$ cat src/rtl/serial_adder_pkg.sv
// serial_adder_pkg: shared types and sizing helpers for the bit-serial adder.
package serial_adder_pkg;

   // Two-state control: waiting for a request, or shifting bits through the cell.
   typedef enum logic [1:0] {
      IDLE = 2'd0,
      RUN  = 2'd1
   } state_t;

   // Bit counter must hold values 0..width, so it needs clog2(width+1) bits.
   function automatic int cnt_width(input int width);
      return $clog2(width + 1);
   endfunction

endpackage

$ cat src/rtl/full_adder_cell.sv
// full_adder_cell: single-bit combinational full adder, the only arithmetic in
// the serial adder datapath.
module full_adder_cell (
   input  logic x,
   input  logic y,
   input  logic cin,
   output logic s,
   output logic cout
);

   // Sum is the parity of the three inputs; carry is their majority.
   assign s    = x ^ y ^ cin;
   assign cout = (x & y) | (cin & (x ^ y));

endmodule

$ cat src/rtl/serial_adder.sv
// serial_adder: adds two WIDTH-bit operands LSB-first, one bit per clock,
// through one full_adder_cell and a carry flip-flop. Start/busy/done handshake.
// Optional macro SERIAL_ADDER_SUB_EN adds a 'sub' input that turns the
// operation into a - b (b inverted, initial carry 1; carry_out=1 means no borrow).
module serial_adder
   import serial_adder_pkg::*;
#(
   parameter int WIDTH = 8
) (
   input  logic             clk,
   input  logic             rst,
   input  logic             start,
`ifdef SERIAL_ADDER_SUB_EN
   input  logic             sub,
`endif
   input  logic [WIDTH-1:0] a,
   input  logic [WIDTH-1:0] b,
   output logic             busy,
   output logic             done,
   output logic [WIDTH-1:0] sum,
   output logic             carry_out
);

   localparam int CW = cnt_width(WIDTH);

   state_t           state;
   logic [WIDTH-1:0] a_sr;
   logic [WIDTH-1:0] b_sr;
   logic [WIDTH-1:0] sum_sr;
   logic             carry;
   logic [CW-1:0]    cnt;

   logic             fa_s;
   logic             fa_cout;
   logic [WIDTH-1:0] sum_sr_next;
   logic             sub_eff;

`ifdef SERIAL_ADDER_SUB_EN
   assign sub_eff = sub;
`else
   assign sub_eff = 1'b0;
`endif

   // One shared cell processes the current LSBs with the running carry.
   full_adder_cell u_fa (
      .x    (a_sr[0]),
      .y    (b_sr[0]),
      .cin  (carry),
      .s    (fa_s),
      .cout (fa_cout)
   );

   // New sum bit enters at the MSB; after WIDTH shifts the LSB lands at bit 0.
   // The concatenation form stays legal when WIDTH is 1.
   logic [WIDTH:0] sum_shift;
   assign sum_shift   = {fa_s, sum_sr};
   assign sum_sr_next = sum_shift[WIDTH:1];

   // Control FSM and datapath registers, all with registered outputs.
   // NOTE: every register here uses <= so all updates see pre-edge values;
   // the datapath registers are reset too so an aborted operation leaves
   // nothing stale behind.
   always_ff @(posedge clk) begin
      if (rst) begin
         state     <= IDLE;
         a_sr      <= '0;
         b_sr      <= '0;
         sum_sr    <= '0;
         carry     <= 1'b0;
         cnt       <= '0;
         busy      <= 1'b0;
         done      <= 1'b0;
         sum       <= '0;
         carry_out <= 1'b0;
      end else begin
         done <= 1'b0;
         case (state)
            IDLE: begin
               if (start) begin
                  a_sr   <= a;
                  b_sr   <= sub_eff ? ~b : b;
                  sum_sr <= '0;
                  carry  <= sub_eff;
                  cnt    <= '0;
                  busy   <= 1'b1;
                  state  <= RUN;
               end
            end
            RUN: begin
               a_sr   <= a_sr >> 1;
               b_sr   <= b_sr >> 1;
               sum_sr <= sum_sr_next;
               carry  <= fa_cout;
               cnt    <= cnt + CW'(1);
               if (cnt == CW'(WIDTH - 1)) begin
                  sum       <= sum_sr_next;
                  carry_out <= fa_cout;
                  busy      <= 1'b0;
                  done      <= 1'b1;
                  state     <= IDLE;
               end
            end
            default: state <= IDLE;
         endcase
      end
   end

endmodule

$ cat config.mk
export PLATFORM = sky130hd
export DESIGN_NAME = serial_adder
export DESIGN_NICKNAME = d
export VERILOG_FILES = /design/src/rtl/serial_adder_pkg.sv /design/src/rtl/full_adder_cell.sv /design/src/rtl/serial_adder.sv
export SDC_FILE = /design/constraint.sdc
export NUM_CORES = 1
export LEC_CHECK = 0
export CAP_MARGIN = 20
export CORE_ASPECT_RATIO = 0.8
export CORE_UTILIZATION = 40
export DETAILED_ROUTE_END_ITERATION = 10
export PLACE_DENSITY = 0.7
export SLEW_MARGIN = 40
export SYNTH_ARGS = -nofsm -noshare
export SYNTH_HDL_FRONTEND = slang
export SYNTH_SLANG_ARGS = --single-unit
$ cat constraint.sdc
create_clock -name clk -period 3.95 [get_ports clk]
set_clock_uncertainty 0.1 [all_clocks]
set_input_delay 0.5925 -clock clk [delete_from_list [all_inputs] [get_ports clk]]
set_output_delay 0.5925 -clock clk [all_outputs]
set_load 0.1 [all_outputs]
==> results of run 1 <==
[metrics by stage]
step | hold slack [ns] | utilization [%]
after global routing | 0.383 | 49.4
after floorplan | 0.330 | -
after global placement | 0.347 | 48.7
after detailed placement | 0.348 | 47.3
final | 0.360 | 49.4
after CTS | 0.360 | 49.4
[cells in the final DEF (no fill, tap or decap), types with 2 or more instances in the layout]
| cell type | n |
|---|---|
| mux2_1 | 4 |
| dfxtp_1 | 38 |
| nor3b_1 | 10 |
| mux2_4 | 10 |
| a21oi_1 | 12 |
| mux2i_1 | 16 |
| nor3_1 | 3 |
| nand2_2 | 2 |
| nand2_1 | 16 |
| buf_2 | 11 |
| clkdlybuf4s50_1 | 17 |
| clkbuf_8 | 5 |
| a21oi_2 | 9 |
| nor2_1 | 27 |
| buf_4 | 4 |
[sequential cells by signal, summed over array words and instances, names as in the netlist]
register and cells:
a_sr 8, b_sr 8, sum 8, sum_sr 7
cnt 4, busy 1, carry 1, carry_out 1
done 1
[cells by family after synthesis]
kind of cell / Yosys count
XOR/XNOR: 1
flip-flops: 39
AND/OR/NAND/NOR: 63
multiplexers: 30
adder cells (fa/ha/maj): 2
buffers and inverters: 14
AO/OA/AOI/OAI: 23
[layout make-up]
cell class	count	share of cell area (%)
multi-input combinational	119	42.0
clock inverter	2	0.606
tap	57	3.46
inverter	1	0.182
sequential	39	37.9
clock buffer	6	3.52
timing repair buffer	32	12.4
[worst max path at each step]
stage	endpoint	slack [ns]	cells after the start
floorplan	sum[1]	2.06	5
global placement	cnt[3]	1.43	5
detailed placement	cnt[3]	2.13	3
CTS	busy	2.01	1
global route	busy	1.97	1
finish	busy	2.03	1
[layer usage]
metal / vias up / GRT usage, % / wire [um]
li1: 634 / - / -
met1: 562 / 18.3 / 1500
met2: 23 / 22.8 / 1220
met3: 4 / 6.38 / 128
met4: 0 / 4.76 / 31
met5: - / 0 / 0
[report_power, final]
part | internal [W] | switching (W) | leakage [nW] | total [W]
Combinational | 0.0000478 | 0.0000391 | 0.488 | 0.0000868
Clock | 0.000123 | 0.000134 | 0.0412 | 0.000257
Sequential | 0.000406 | 0.0000109 | 0.317 | 0.000417
Total | 0.000577 | 0.000184 | 0.847 | 0.000761
==> flow_metrics.env, run 1 <==
export IMPL_synth_xor_area_share_pct=0.503
export IMPL_startpoint="busy"
export IMPL_cp_top_family="flip-flops"
export IMPL_synth_top_cells_by_count="39 x dfxtp_1, 27 x nor2_1, 16 x mux2i_1, 16 x nand2_1, 12 x a21oi_1"
export IMPL_start_util_pct=41.7
export IMPL_grt_overflow=0
export IMPL_cts_setup_buffers=0
export IMPL_gp_congestion=0.674
export IMPL_p_leak_nw=0.847
export IMPL_rows=21
export IMPL_synth_warnings=0
export IMPL_synthMuxAreaShare_pct=20.4
export IMPL_multi_input_area_um2=866
export IMPL_timing_setup_tns_ns=0
export IMPL_slowest_delay_ns=0.56
export IMPL_slew_violations=0
export IMPL_numCtsBuffers=5
export IMPL_ys_types=26
export IMPL_power_density_nw_per_um2=369
export IMPL_grt_total_usage_pct=14.6
export IMPL_rsz0062_at_grt="no"
export IMPL_fmax_mhz=522
export IMPL_dpl_worst_slack_ns=2.13
export IMPL_syn_inst=172
export IMPL_synth_compound_area_share_pct=8.76
export IMPL_synthTopCellsByArea="dfxtp_1 45%, mux2i_1 9.2%, mux2_4 8.6%"
export IMPL_wl_per_cell_um=11.3
export IMPL_core_area_um2=4180
export IMPL_io_pin_count=30
export IMPL_vdd_ir_drop_max_mv=0.172
export IMPL_syn_avg_cell_area_um2=10.1
export IMPL_synth_edff_count=0
export IMPL_nFillCells=397
export IMPL_crit_path_top_delay_cell="dfxtp_2"
export IMPL_place_detailed_instances=248
export IMPL_synthArstFlopShare_pct=0
export IMPL_cts_tree="yes"
export IMPL_path_buf_inv=1
export IMPL_drtAntennaViolNets=0
export IMPL_antenna_cells=0
export IMPL_io_buffers=29
export IMPL_via_per_inst=4.78
export IMPL_path_class="flip-flop to primary output"
export IMPL_grt_max_degree=40
export IMPL_synth_seq_cells=39
export IMPL_die_x_um=75.8
export IMPL_crit_arrival_ns=1.22
export IMPL_worstRegToRegCells=4
export IMPL_drv_cap=0
export IMPL_clock_sinks=39
export IMPL_dr_total_vias=1223
export IMPL_htree_levels=2
export IMPL_drt_iter0_markers=68
export IMPL_ctsHoldBuffers=0
export IMPL_finalNonFillerCells=256
export IMPL_seq_area_um2=782
export IMPL_r2r_end="sum[7]"
export IMPL_first_pass_iters=4
export IMPL_tightest_slew_ns=0.489
export IMPL_yosysTopAreaCellShare_pct=44.8
export IMPL_root_buffer="clkbuf_8"
export IMPL_clock_latency_ns=0.29
export IMPL_nets=219
export IMPL_placed_cell_area_um2=1980
export IMPL_finalSetupViolations=0
export IMPL_whs_path_depth=2
export IMPL_hold_violations=0
export IMPL_ys_flop_type="dfxtp_1"
export IMPL_crit_chain="buf_4"
export IMPL_hold_end="sum[0]"
export IMPL_critPathLaunchType="flip-flop"
export IMPL_yosys_area_share_simple_pct=18.2
export IMPL_yosysMostFrequentCell="dfxtp_1"
export IMPL_hpwlAfterDp_um=1850
export IMPL_yosysTopAreaCell="dfxtp_1"
export IMPL_post_cts_resized=0
export IMPL_syn_num_nets=193
export IMPL_die_y_um=61.0
export IMPL_design_area_um2=2060
export IMPL_p_total_w=0.000761
export IMPL_area_growth_pct=18.4
export IMPL_dieArea_um2=4630
export IMPL_worstPathRequired_ns=3.26
export IMPL_drc=0
export IMPL_syn_area_um2=1740
export IMPL_wirelength_um=2890
export IMPL_holdCritPathClass="flip-flop to flip-flop"
export IMPL_clk_pin_slew_ns=0.07
export IMPL_status="finished, final reports clean"
export IMPL_synth_top_family_by_area="multiplexers"
export IMPL_r2r_start="cnt[0]"
export IMPL_final_min_clock_period_ns=1.92
export IMPL_yosysSeqAreaShare_pct=44.8
export IMPL_cts_buffer_depth=2
export IMPL_worst_slack_ns=2.03
export IMPL_layout_drive_gt1_share_pct=23.6
export IMPL_grt_pass1_vias=1131
export IMPL_synthAdderAreaFrac_pct=1.87
export IMPL_fin_crit_sh_pct=48.5
export IMPL_crit_path_end_kind="primary output"
export IMPL_grt_pass1_wl_um=4970
export IMPL_maxSlewHeadroom_pct=67.6
export IMPL_hp_start="sum_sr[1]"
export IMPL_antenna_found_initial=0
export IMPL_r2r_slack_ns=2.39
export IMPL_cp_max_fo=18
Power figures use the tool's default switching activity.
==> run 2, diff against run 1 <==
--- a/config.mk
+++ b/config.mk
@@ -9,7 +9,7 @@
 export CORE_ASPECT_RATIO = 0.8
 export CORE_UTILIZATION = 40
 export DETAILED_ROUTE_END_ITERATION = 10
-export PLACE_DENSITY = 0.7
+export PLACE_DENSITY = 0.73
 export SLEW_MARGIN = 40
 export SYNTH_ARGS = -nofsm -noshare
 export SYNTH_HDL_FRONTEND = slang
==> constraint.sdc (replaced) <==
create_clock -name clk -period 1.5 [get_ports clk]
set_clock_uncertainty 0.1 [all_clocks]
set_input_delay 0.225 -clock clk [delete_from_list [all_inputs] [get_ports clk]]
set_output_delay 0.225 -clock clk [all_outputs]
set_load 0.1 [all_outputs]
==> flow_metrics.env, run 2 (synthesis gave the netlist of run 1 again) <==
export IMPL_io_pin_count=30
export IMPL_grt_max_degree=40
export IMPL_multi_input_area_um2=866
export IMPL_comb_power_share_pct=12.1
export IMPL_io_buffers=29
export IMPL_worstPathRequired_ns=1.62
export IMPL_layout_drive_gt1_share_pct=24.6
export IMPL_maxSlewHeadroom_pct=81.0
export IMPL_seq_area_um2=785
export IMPL_cts_tree="yes"
export IMPL_power_switching_w=0.000477
export IMPL_drt_iter0_markers=75
export IMPL_cp_max_fo=6
export IMPL_root_buffer="clkbuf_8"
export IMPL_grt_overflow=0
export IMPL_rsz0062_at_grt="yes"
export IMPL_timing_setup_tns_ns=0
export IMPL_gp_congestion=0.730
export IMPL_rows=21
export IMPL_fin_crit_sh_pct=93.1
export IMPL_tightest_slew_ns=0.284
export IMPL_final_min_clock_period_ns=1.40
export IMPL_dieArea_um2=4630
export IMPL_path_class="flip-flop to flip-flop"
export IMPL_post_cts_resized=0
export IMPL_dr_total_vias=1217
export IMPL_final_common_cell="dfxtp_1"
export IMPL_antenna_found_initial=0
export IMPL_wirelength_um=2990
export IMPL_nets=223
export IMPL_critPathLaunchType="flip-flop"
export IMPL_antenna_cells=0
export IMPL_p_leak_nw=0.920
export IMPL_ctsHoldBuffers=0
export IMPL_wl_per_cell_um=11.5
export IMPL_clock_latency_ns=0.28
export IMPL_core_area_um2=4180
export IMPL_die_y_um=61.0
export IMPL_cts_setup_buffers=0
export IMPL_hpwlAfterDp_um=1940
export IMPL_drc=0
export IMPL_clk_pin_slew_ns=0.07
export IMPL_top_regs="a_sr (8), b_sr (8), sum (8)"
export IMPL_start_util_pct=41.7
export IMPL_drtAntennaViolNets=0
export IMPL_power_frac_seq_pct=52.0
export IMPL_clkPwrFrac_pct=35.9
export IMPL_grt_total_usage_pct=14.4
export IMPL_crit_arrival_ns=1.52
export IMPL_first_pass_iters=4
export IMPL_worst_slack_ns=0.103
export IMPL_drv_cap=0
export IMPL_crit_path_top_delay_cell="dfxtp_1"
export IMPL_crit_path_end_kind="flip-flop"
export IMPL_power_density_nw_per_um2=912
export IMPL_crit_chain="ha_1 -> and4b_1 -> buf_4 -> nand2_1 -> a21oi_2"
export IMPL_final_cell_mix="38 x dfxtp_1, 27 x nor2_1, 18 x clkdlybuf4s50_1"
export IMPL_area_growth_pct=32.9
export IMPL_holdCritPathClass="flip-flop to flip-flop"
export IMPL_numCtsBuffers=5
export IMPL_htree_levels=2
export IMPL_die_x_um=75.8
export IMPL_finalSetupViolations=0
export IMPL_vdd_ir_drop_max_mv=0.422
export IMPL_slew_violations=0
export IMPL_grt_pass1_wl_um=4890
export IMPL_status="finished, final reports clean"
export IMPL_fmax_mhz=716
export IMPL_slowest_delay_ns=0.39
export IMPL_p_sw_share_pct=22.6
export IMPL_dpl_worst_slack_ns=-0.138
export IMPL_power_internal_w=0.00164
export IMPL_clock_sinks=39
export IMPL_nFillCells=380
export IMPL_via_per_inst=4.68
export IMPL_hold_violations=0
export IMPL_grt_pass1_vias=1079
export IMPL_cts_buffer_depth=2
==> run 2: path summary, 6_finish.rpt <==
check / slack, ns / start / cells after the start / endpoint
min: 0.35 / sum_sr[1] / 2 / sum[0]
max reg2reg: 0.10 / cnt[0] / 5 / carry_out
max: 0.10 / cnt[0] / 5 / carry_out
min reg2reg: 0.35 / sum_sr[1] / 2 / sum[0]
==> run 2: metrics by stage <==
step                      total power [W]  instance area [um2]  instances  utilization, %  hold slack (ns)
final                             0.00211                 2320        260            55.4            0.353
after global routing              0.00221                 2320        260            55.4            0.380
after CTS                         0.00214                 2320        260            55.4            0.356
after detailed placement          0.00138                 2220        252            53.0            0.345
after global placement            0.00137                 2220        252            53.0            0.346
after floorplan                   0.00129                 1750        172               -            0.320
==> run 2: cell type report <==
class                      count  share of cell area [%]
clock buffer                   8                    4.32
timing repair buffer          36                    21.2
sequential                    39                    33.9
multi-input combinational    119                    37.4
inverter                       1                   0.162
tap                           57                    3.08
==> run 2: worst max-delay path, delay by kind of cell (launching register included) <==
| kind | cells | cell delay (ns) |
|---|---|---|
| fa+ha+maj | 1 | 0.26 |
| flops | 1 | 0.39 |
| simple gates | 2 | 0.31 |
| compound gates | 1 | 0.11 |
| buf+inv | 1 | 0.16 |
==> run 2: per-layer routing <==
layer,up-vias,part of all wire (%),global-route usage [%]
li1,641,-,-
met1,549,52,19.4
met2,23,43,21.9
met3,4,3.6,4.42
met4,0,1.2,5.56
met5,-,0,0
==> run 2: power by group through the flow <==
stage          Clock [W]  Combinational, W  Sequential [W]
2_1_floorplan          0          0.000168         0.00112
3_3_place_gp           0          0.000253         0.00112
3_5_place_dp           0          0.000255         0.00112
4_1_cts         0.000782          0.000258         0.00110
5_1_grt         0.000825          0.000276         0.00110
6_report        0.000758          0.000256         0.00110
